### config.mk
export PLATFORM = sky130hd
export DESIGN_NAME = sync_time_keeper
export DESIGN_NICKNAME = d
export VERILOG_FILES = /design/src/rtl/sync_pkg.sv /design/src/rtl/sync_edge_detect.sv /design/src/rtl/sync_time_keeper.sv
export SDC_FILE = /design/constraint.sdc
export NUM_CORES = 1
export LEC_CHECK = 0
export CORE_UTILIZATION = 39
export CTS_BUF_LIST = sky130_fd_sc_hd__clkbuf_2 sky130_fd_sc_hd__clkbuf_4 sky130_fd_sc_hd__clkbuf_8
export DETAILED_ROUTE_END_ITERATION = 6
export PLACE_DENSITY = 0.63
export SYNTH_ARGS = -nofsm -noshare
export SYNTH_HDL_FRONTEND = slang
export SYNTH_HIERARCHICAL = 1
export SYNTH_SLANG_ARGS = --single-unit
### constraint.sdc
create_clock -name CLK -period 6.41 [get_ports CLK]
set_input_delay 1.282 -clock CLK [delete_from_list [all_inputs] [get_ports CLK]]
set_output_delay 1.282 -clock CLK [all_outputs]
set_load 0.03 [all_outputs]
### src/rtl/sync_pkg.sv
// Shared types and default parameter values for the disciplined system-time keeper.
package sync_pkg;

    typedef enum logic [1:0] {
        ST_IDLE  = 2'd0,
        ST_ARMED = 2'd1,
        ST_TRACK = 2'd2
    } sync_state_e;

    localparam int DEF_TIME_W      = 64;
    localparam int DEF_PERIOD_W    = 24;
    localparam int DEF_ERR_W       = 16;
    localparam int DEF_ADJ_SPACING = 256;
    localparam int DEF_JUMP_THRESH = 64;
    localparam int DEF_LOCK_THRESH = 1;
    localparam int DEF_LOCK_COUNT  = 8;

endpackage

### src/rtl/sync_edge_detect.sv
// Two-flop synchroniser for the asynchronous sync input, followed by a rising-edge
// detector. The pulse is combinational from registers so the consumer can act on it.
module sync_edge_detect (
    input  logic CLK,
    input  logic RST_N,
    input  logic sync_in,
    output logic rise
);

    logic sync_ff1, sync_ff2, sync_ff3;

    always_ff @(posedge CLK or negedge RST_N) begin
        if (!RST_N) begin
            sync_ff1 <= 1'b0;
            sync_ff2 <= 1'b0;
            sync_ff3 <= 1'b0;
        end else begin
            sync_ff1 <= sync_in;
            sync_ff2 <= sync_ff1;
            sync_ff3 <= sync_ff2;
        end
    end

    assign rise = sync_ff2 & ~sync_ff3;

endmodule

### src/rtl/sync_time_keeper.sv
// Local system-time counter disciplined to the ECAT_SYNC pulse train: arm/load,
// slew correction by tick insert/skip, hard-jump fallback, lock status and flywheel.
module sync_time_keeper
    import sync_pkg::*;
#(
    parameter int TIME_W      = DEF_TIME_W,
    parameter int PERIOD_W    = DEF_PERIOD_W,
    parameter int ERR_W       = DEF_ERR_W,
    parameter int ADJ_SPACING = DEF_ADJ_SPACING,
    parameter int JUMP_THRESH = DEF_JUMP_THRESH,
    parameter int LOCK_THRESH = DEF_LOCK_THRESH,
    parameter int LOCK_COUNT  = DEF_LOCK_COUNT
) (
    input  logic                    CLK,
    input  logic                    RST_N,
    input  logic                    SET,
    input  logic [TIME_W-1:0]       SET_TIME,
    input  logic [PERIOD_W-1:0]     SYNC_PERIOD,
    input  logic                    ECAT_SYNC,
    output logic [TIME_W-1:0]       SYS_TIME,
    output logic                    SYNC_PULSE,
    output logic signed [ERR_W-1:0] PHASE_ERR,
    output logic                    LOCKED
);

    localparam int ADJ_CNT_W = $clog2(ADJ_SPACING + 1);
    localparam int LCNT_W    = $clog2(LOCK_COUNT + 1);
    localparam logic [ADJ_CNT_W-1:0] ADJ_LAST  = ADJ_CNT_W'(ADJ_SPACING - 1);
    localparam logic [LCNT_W-1:0]    LOCK_FULL = LCNT_W'(LOCK_COUNT);

    localparam logic signed [TIME_W:0] JUMP_POS  = (TIME_W+1)'(JUMP_THRESH);
    localparam logic signed [TIME_W:0] JUMP_NEG  = -JUMP_POS;
    localparam logic signed [TIME_W:0] LOCK_POS  = (TIME_W+1)'(LOCK_THRESH);
    localparam logic signed [TIME_W:0] LOCK_NEG  = -LOCK_POS;
    localparam logic signed [TIME_W:0] ERR_MAX_W =
        $signed({{(TIME_W+2-ERR_W){1'b0}}, {(ERR_W-1){1'b1}}});
    localparam logic signed [TIME_W:0] ERR_MIN_W =
        $signed({{(TIME_W+2-ERR_W){1'b1}}, {(ERR_W-1){1'b0}}});

    function automatic logic signed [ERR_W-1:0] sat_err(input logic signed [TIME_W:0] v);
        if (v > ERR_MAX_W)
            sat_err = $signed({1'b0, {(ERR_W-1){1'b1}}});
        else if (v < ERR_MIN_W)
            sat_err = $signed({1'b1, {(ERR_W-1){1'b0}}});
        else
            sat_err = $signed(v[ERR_W-1:0]);
    endfunction

    sync_state_e              state;
    logic [TIME_W-1:0]        sys_time, exp_time, set_time_q;
    logic [PERIOD_W-1:0]      period_q;
    logic signed [ERR_W-1:0]  pending;
    logic [ADJ_CNT_W-1:0]     adj_cnt;
    logic [LCNT_W-1:0]        lock_cnt;
    logic [PERIOD_W:0]        fw_cnt;
    logic                     sync_pulse_q, locked_q;
    logic signed [ERR_W-1:0]  phase_err_q;
    logic signed [ERR_W-1:0]  err_p0;
    logic                     vld_p0;

    logic                     edge_rise;
    logic [TIME_W-1:0]        ts, diff;
    logic signed [TIME_W:0]   err_wide;
    logic signed [ERR_W-1:0]  err_sat;
    logic                     is_jump, in_lock, do_corr, fw_fire;
    logic [PERIOD_W:0]        fw_inc, fw_thresh;

    sync_edge_detect u_edge (
        .CLK     (CLK),
        .RST_N   (RST_N),
        .sync_in (ECAT_SYNC),
        .rise    (edge_rise)
    );

    // ts is the value SYS_TIME would show in the pulse cycle had no jump been made;
    // the modular difference is sign-extended so errors stay small across a wrap.
    assign ts       = sys_time + TIME_W'(1);
    assign diff     = ts - exp_time;
    assign err_wide = $signed({diff[TIME_W-1], diff});
    assign err_sat  = sat_err(err_wide);
    assign is_jump  = (err_wide > JUMP_POS) || (err_wide < JUMP_NEG);
    assign in_lock  = (err_wide <= LOCK_POS) && (err_wide >= LOCK_NEG);

    assign fw_inc    = fw_cnt + (PERIOD_W+1)'(1);
    assign fw_thresh = {1'b0, period_q} + {2'b00, period_q[PERIOD_W-1:1]};
    assign fw_fire   = (state == ST_TRACK) && !edge_rise && !SET && (fw_inc == fw_thresh);
    assign do_corr   = (state == ST_TRACK) && !edge_rise && !SET &&
                       (adj_cnt == ADJ_LAST) && (pending != '0);

    always_ff @(posedge CLK or negedge RST_N) begin
        if (!RST_N) begin
            state        <= ST_IDLE;
            sys_time     <= '0;
            exp_time     <= '0;
            set_time_q   <= '0;
            period_q     <= '0;
            pending      <= '0;
            adj_cnt      <= '0;
            lock_cnt     <= '0;
            fw_cnt       <= '0;
            sync_pulse_q <= 1'b0;
            locked_q     <= 1'b0;
            phase_err_q  <= '0;
            err_p0       <= '0;
            vld_p0       <= 1'b0;
        end else begin
            sync_pulse_q <= edge_rise;
            vld_p0       <= 1'b0;
            sys_time     <= sys_time + TIME_W'(1);

            // p0 -> outputs: error and lock status land one cycle after the pulse
            if (vld_p0) begin
                phase_err_q <= err_p0;
                locked_q    <= (lock_cnt == LOCK_FULL);
            end

            if (do_corr) begin
                adj_cnt <= '0;
                if (!pending[ERR_W-1]) begin
                    sys_time <= sys_time + TIME_W'(2);
                    pending  <= pending - ERR_W'(1);
                end else begin
                    sys_time <= sys_time;
                    pending  <= pending + ERR_W'(1);
                end
            end else if (adj_cnt != ADJ_LAST) begin
                adj_cnt <= adj_cnt + ADJ_CNT_W'(1);
            end

            if (SET) begin
                state      <= ST_ARMED;
                set_time_q <= SET_TIME;
                period_q   <= SYNC_PERIOD;
                pending    <= '0;
                lock_cnt   <= '0;
                locked_q   <= 1'b0;
                fw_cnt     <= '0;
            end else if (edge_rise && state == ST_ARMED) begin
                sys_time <= set_time_q;
                exp_time <= set_time_q + TIME_W'(period_q);
                err_p0   <= '0;
                vld_p0   <= 1'b1;
                fw_cnt   <= '0;
                state    <= ST_TRACK;
            end else if (edge_rise && state == ST_TRACK) begin
                exp_time <= exp_time + TIME_W'(period_q);
                err_p0   <= err_sat;
                vld_p0   <= 1'b1;
                fw_cnt   <= '0;
                if (is_jump) begin
                    sys_time <= exp_time;
                    pending  <= '0;
                    lock_cnt <= '0;
                end else begin
                    pending <= -err_sat;
                    if (in_lock)
                        lock_cnt <= (lock_cnt == LOCK_FULL) ? lock_cnt : lock_cnt + LCNT_W'(1);
                    else
                        lock_cnt <= '0;
                end
            end else if (fw_fire) begin
                // missing pulse: advance the expectation by one period and keep counting
                exp_time <= exp_time + TIME_W'(period_q);
                fw_cnt   <= fw_inc - {1'b0, period_q};
                lock_cnt <= '0;
                locked_q <= 1'b0;
            end else if (state == ST_TRACK) begin
                fw_cnt <= fw_inc;
            end
        end
    end

    assign SYS_TIME   = sys_time;
    assign SYNC_PULSE = sync_pulse_q;
    assign PHASE_ERR  = phase_err_q;
    assign LOCKED     = locked_q;

endmodule
==> impl_metrics.tcl, run 1 <==
set metrics [dict create \
    firstDrtPassIters 7 \
    fp-row-count 97 \
    powerDensity_nw_per_um2 426 \
    track_usage_pct 31.8 \
    grt_pass1_vias 27400 \
    die-area_um2 72000 \
    synth_enable_flop_cells 0 \
    min_from "u_edge/sync_ff1$_DFF_PN0_" \
    hp-class "register to register" \
    slew_headroom_pct 23.3 \
    setup_viol 0 \
    drive_above_1_share_pct 17.8 \
    fin_ws_ns 0.177 \
    finalCritPeriodShare_pct 97.2 \
    seq_area_um2 7760 \
    pre_cts_slack_ns -0.212 \
    multi_input_area_um2 19100 \
    cp-startpoint "SYS_TIME[1]$_DFF_PN0_" \
    vias 29100 \
    async_flop_share_pct 100 \
    synth_top_area_share_pct 28.0 \
    hold_buffers 0 \
    fp.dieH_um 268 \
    cts_buffers 58 \
    fin_tns_setup_ns 0 \
    worst_setup_path_start_kind "register" \
    clkSlewWorstSetupHoldPaths_ns 0.07 \
    worstPathArrival_ns 6.85 \
    grt.overflow.total 0 \
    ys_seq_elements 310 \
    met3_length_um 9570 \
    finalHoldViolCount 0 \
    worst_ir_drop_vdd_mv 0.220 \
    yosysSeqAreaShare_pct 28.0 \
    ant_nets 0 \
    fin_area_um2 34700 \
    cts.sinks 310 \
    ioPinCount 174 \
    nets 4189 \
    synthSimpleGateAreaFrac_pct 22.9 \
    tritoncts "done" \
    drc_errors 1 \
    synth_xor_area_share_pct 9.31 \
    failed_checks "DRC" \
    core_um2 70100 \
    wl_met1_um 51700 \
    slowest_stage "a22oi_1" \
    worstPathRequired_ns 7.03 \
    critPathCaptureType "register" \
    start_util_pct 39.5 \
    antenna_found_initial 1 \
    path_class "register to register" \
    wl_per_cell_um 23.6 \
    htreeDepth 2 \
    via_per_inst 5.90 \
    chipWidth_um 268 \
    fillCellCount 7037 \
    yosysUniqueCellTypes 95 \
    synth_area_per_cell_um2 7.93 \
    p_leak_nw 14.7 \
    cts_root_buf "clkbuf_8" \
    worst_pin_slew_ns 1.15 \
    fmax_ghz 0.160 \
    cts_buffer_depth 3 \
    dominantRegCellSynth "dfrtp_1" \
    outcome "finished, violations left" \
    syn_to_final_growth_pct 25.4 \
    synth_compound_area_share_pct 23.3 \
    critPathMostFrequentCell "buf_4" \
    synthAdderAreaFrac_pct 7.50 \
    synth.most_common_cell "nand2_1" \
    grt_pass1_wl_um 172000 \
    cap_violations 0 \
    slowest_delay_ns 0.49 \
    synth_top_family_by_area "compound AO/OA/AOI/OAI gates" \
    drt_wl_total_um 116000 \
    crit_fanout 24 \
    synthMuxAreaShare_pct 4.39 \
    dp_hpwl_um 92700 \
    netlist_top_cells_count "nand2_1, nor2_1, dfrtp_1, a21oi_1, o21ai_0" \
    holdWs_ns 0.349 \
    port_buffers 173 \
    gp_congestion 1.11 \
    yosys_warnings 6 \
    met2_length_um 50500 \
    rr_startpoint "SYS_TIME[1]$_DFF_PN0_" \
    finalCriticalPeriod_ns 6.23 \
    postPlaceCellArea_um2 32900 \
    drv_slew 0 \
    highest_layer "met4" \
    clkLatencyLatePin_ns 0.73 \
    postSynthCellCount 3488 \
    syn-num-nets 3743 \
    p_total_mw 14.8 \
    synth_area_leaders "dfrtp_1, ha_1, nand2_1" \
    grt_start_max_net_pins 146 \
    drt_first_iter_violations 2926 \
    syn-cell-area_um2 27700 \
    skew_ns 0.0532 \
    yosysTopAreaCell "dfrtp_1" \
]
[registers in the layout, summed over array words and instances, names as in the netlist, 4 cells and up]
signal and cells:
err_p0 16, exp_time 64, fw_cnt 25, pending 16
lock_cnt 4, period_q 24, PHASE_ERR 16, set_time_q 64
adj_cnt 9, SYS_TIME 64
[timing repair]
item                       in CTS  in global routing
pin swaps                       0                 12
setup endpoints to repair      54                 97
resized for setup               7                 73
setup buffers                   0                  2
[metal layers]
metal  track usage (%)  vias up
li1                  -    13500
met1              44.6    14100
met5                 0        -
met3              5.71      224
met2              48.7     1256
met4              11.2        0
[through the flow]
step                utilization (%)  instances
CTS                            49.0       4921
finish                         49.5       4925
detailed placement             46.9       4812
global route                   49.5       4925
global placement               46.9       4812
floorplan                         -       3488
[cell type report]
cell class | instances | share of cell area, %
multi-input combinational | 2865 | 55.0
clock inverter | 19 | 0.757
antenna | 2 | 0.0144
sequential | 310 | 22.4
inverter | 149 | 1.61
timing repair buffer | 550 | 13.5
tap | 940 | 3.39
clock buffer | 90 | 3.35
[logic make-up after synthesis]
| logic type | count (synthesis) |
|---|---|
| simple gates | 1308 |
| xor+xnor | 284 |
| compound gates | 999 |
| flops | 310 |
| mux | 111 |
| fa+ha+maj | 163 |
| buf+inv | 313 |
[path summary, 6_finish.rpt]
check                      slack, ns  cells past startpoint                         to
setup / recovery                0.18                     26     SYS_TIME[38]$_DFF_PN0_
hold / removal                  0.35                      0  u_edge/sync_ff2$_DFF_PN0_
setup reg to reg                0.18                     26     SYS_TIME[38]$_DFF_PN0_
hold reg to reg                 0.35                      0  u_edge/sync_ff2$_DFF_PN0_
max in group asynchronous       4.44                      2      SYS_TIME[7]$_DFF_PN0_
min in group asynchronous       0.56                      1   PHASE_ERR[3]$_DFFE_PN0P_
[cell usage in the layout (no fill, tap or decap), drive strengths merged, types with 14 or more instances in the layout]
master and instances:
o21a 41, o21ai 259, mux2i 29, a2bb2oi 45, nand2 409, buf 379, nor4 34, o21bai 16
or2 16, xnor2 171, a21oi 291, inv 151, o22a 24, nor3 84, clkbuf 90, or3 27
a31oi 26, nor2 313, dfrtp 310, xor2 107, and2 35, nand3 135, nand4 77, nand2b 28
and4 18, o31ai 27, a21boi 14, and3 48, a21o 83, nor2b 27, clkdlybuf4s50 171, mux2 82
a211oi 23, o211ai 14, ha 158
[worst max-delay path: cells and delay by family, from the launching register on]
| family | cells | cell delay, ns |
|---|---|---|
| AND/OR/NAND/NOR | 12 | 2.28 |
| buffers and inverters | 5 | 0.85 |
| flip-flops | 1 | 0.42 |
| AO/OA/AOI/OAI | 6 | 1.98 |
| XOR/XNOR | 1 | 0.14 |
| adder cells (fa/ha/maj) | 2 | 0.46 |
[power breakdown]
| group | switching (mW) | total, mW | internal [mW] |
|---|---|---|---|
| logic | 5.86 | 9.71 | 3.85 |
| clock network | 0.989 | 2.36 | 1.37 |
| registers | 0.397 | 2.71 | 2.31 |
| total | 7.25 | 14.8 | 7.53 |
Power figures use the tool's default switching activity.
==> inputs of run 2 (changes only) <==
--- a/config.mk
+++ b/config.mk
@@ -9,6 +9,7 @@
 export CTS_BUF_LIST = sky130_fd_sc_hd__clkbuf_2 sky130_fd_sc_hd__clkbuf_4 sky130_fd_sc_hd__clkbuf_8
 export DETAILED_ROUTE_END_ITERATION = 6
 export PLACE_DENSITY = 0.63
+export SKIP_LAST_GASP = 1
 export SYNTH_ARGS = -nofsm -noshare
 export SYNTH_HDL_FRONTEND = slang
 export SYNTH_HIERARCHICAL = 1
==> results of run 2 <==
Final layout, timing and power as in run 1 (identical DEF).
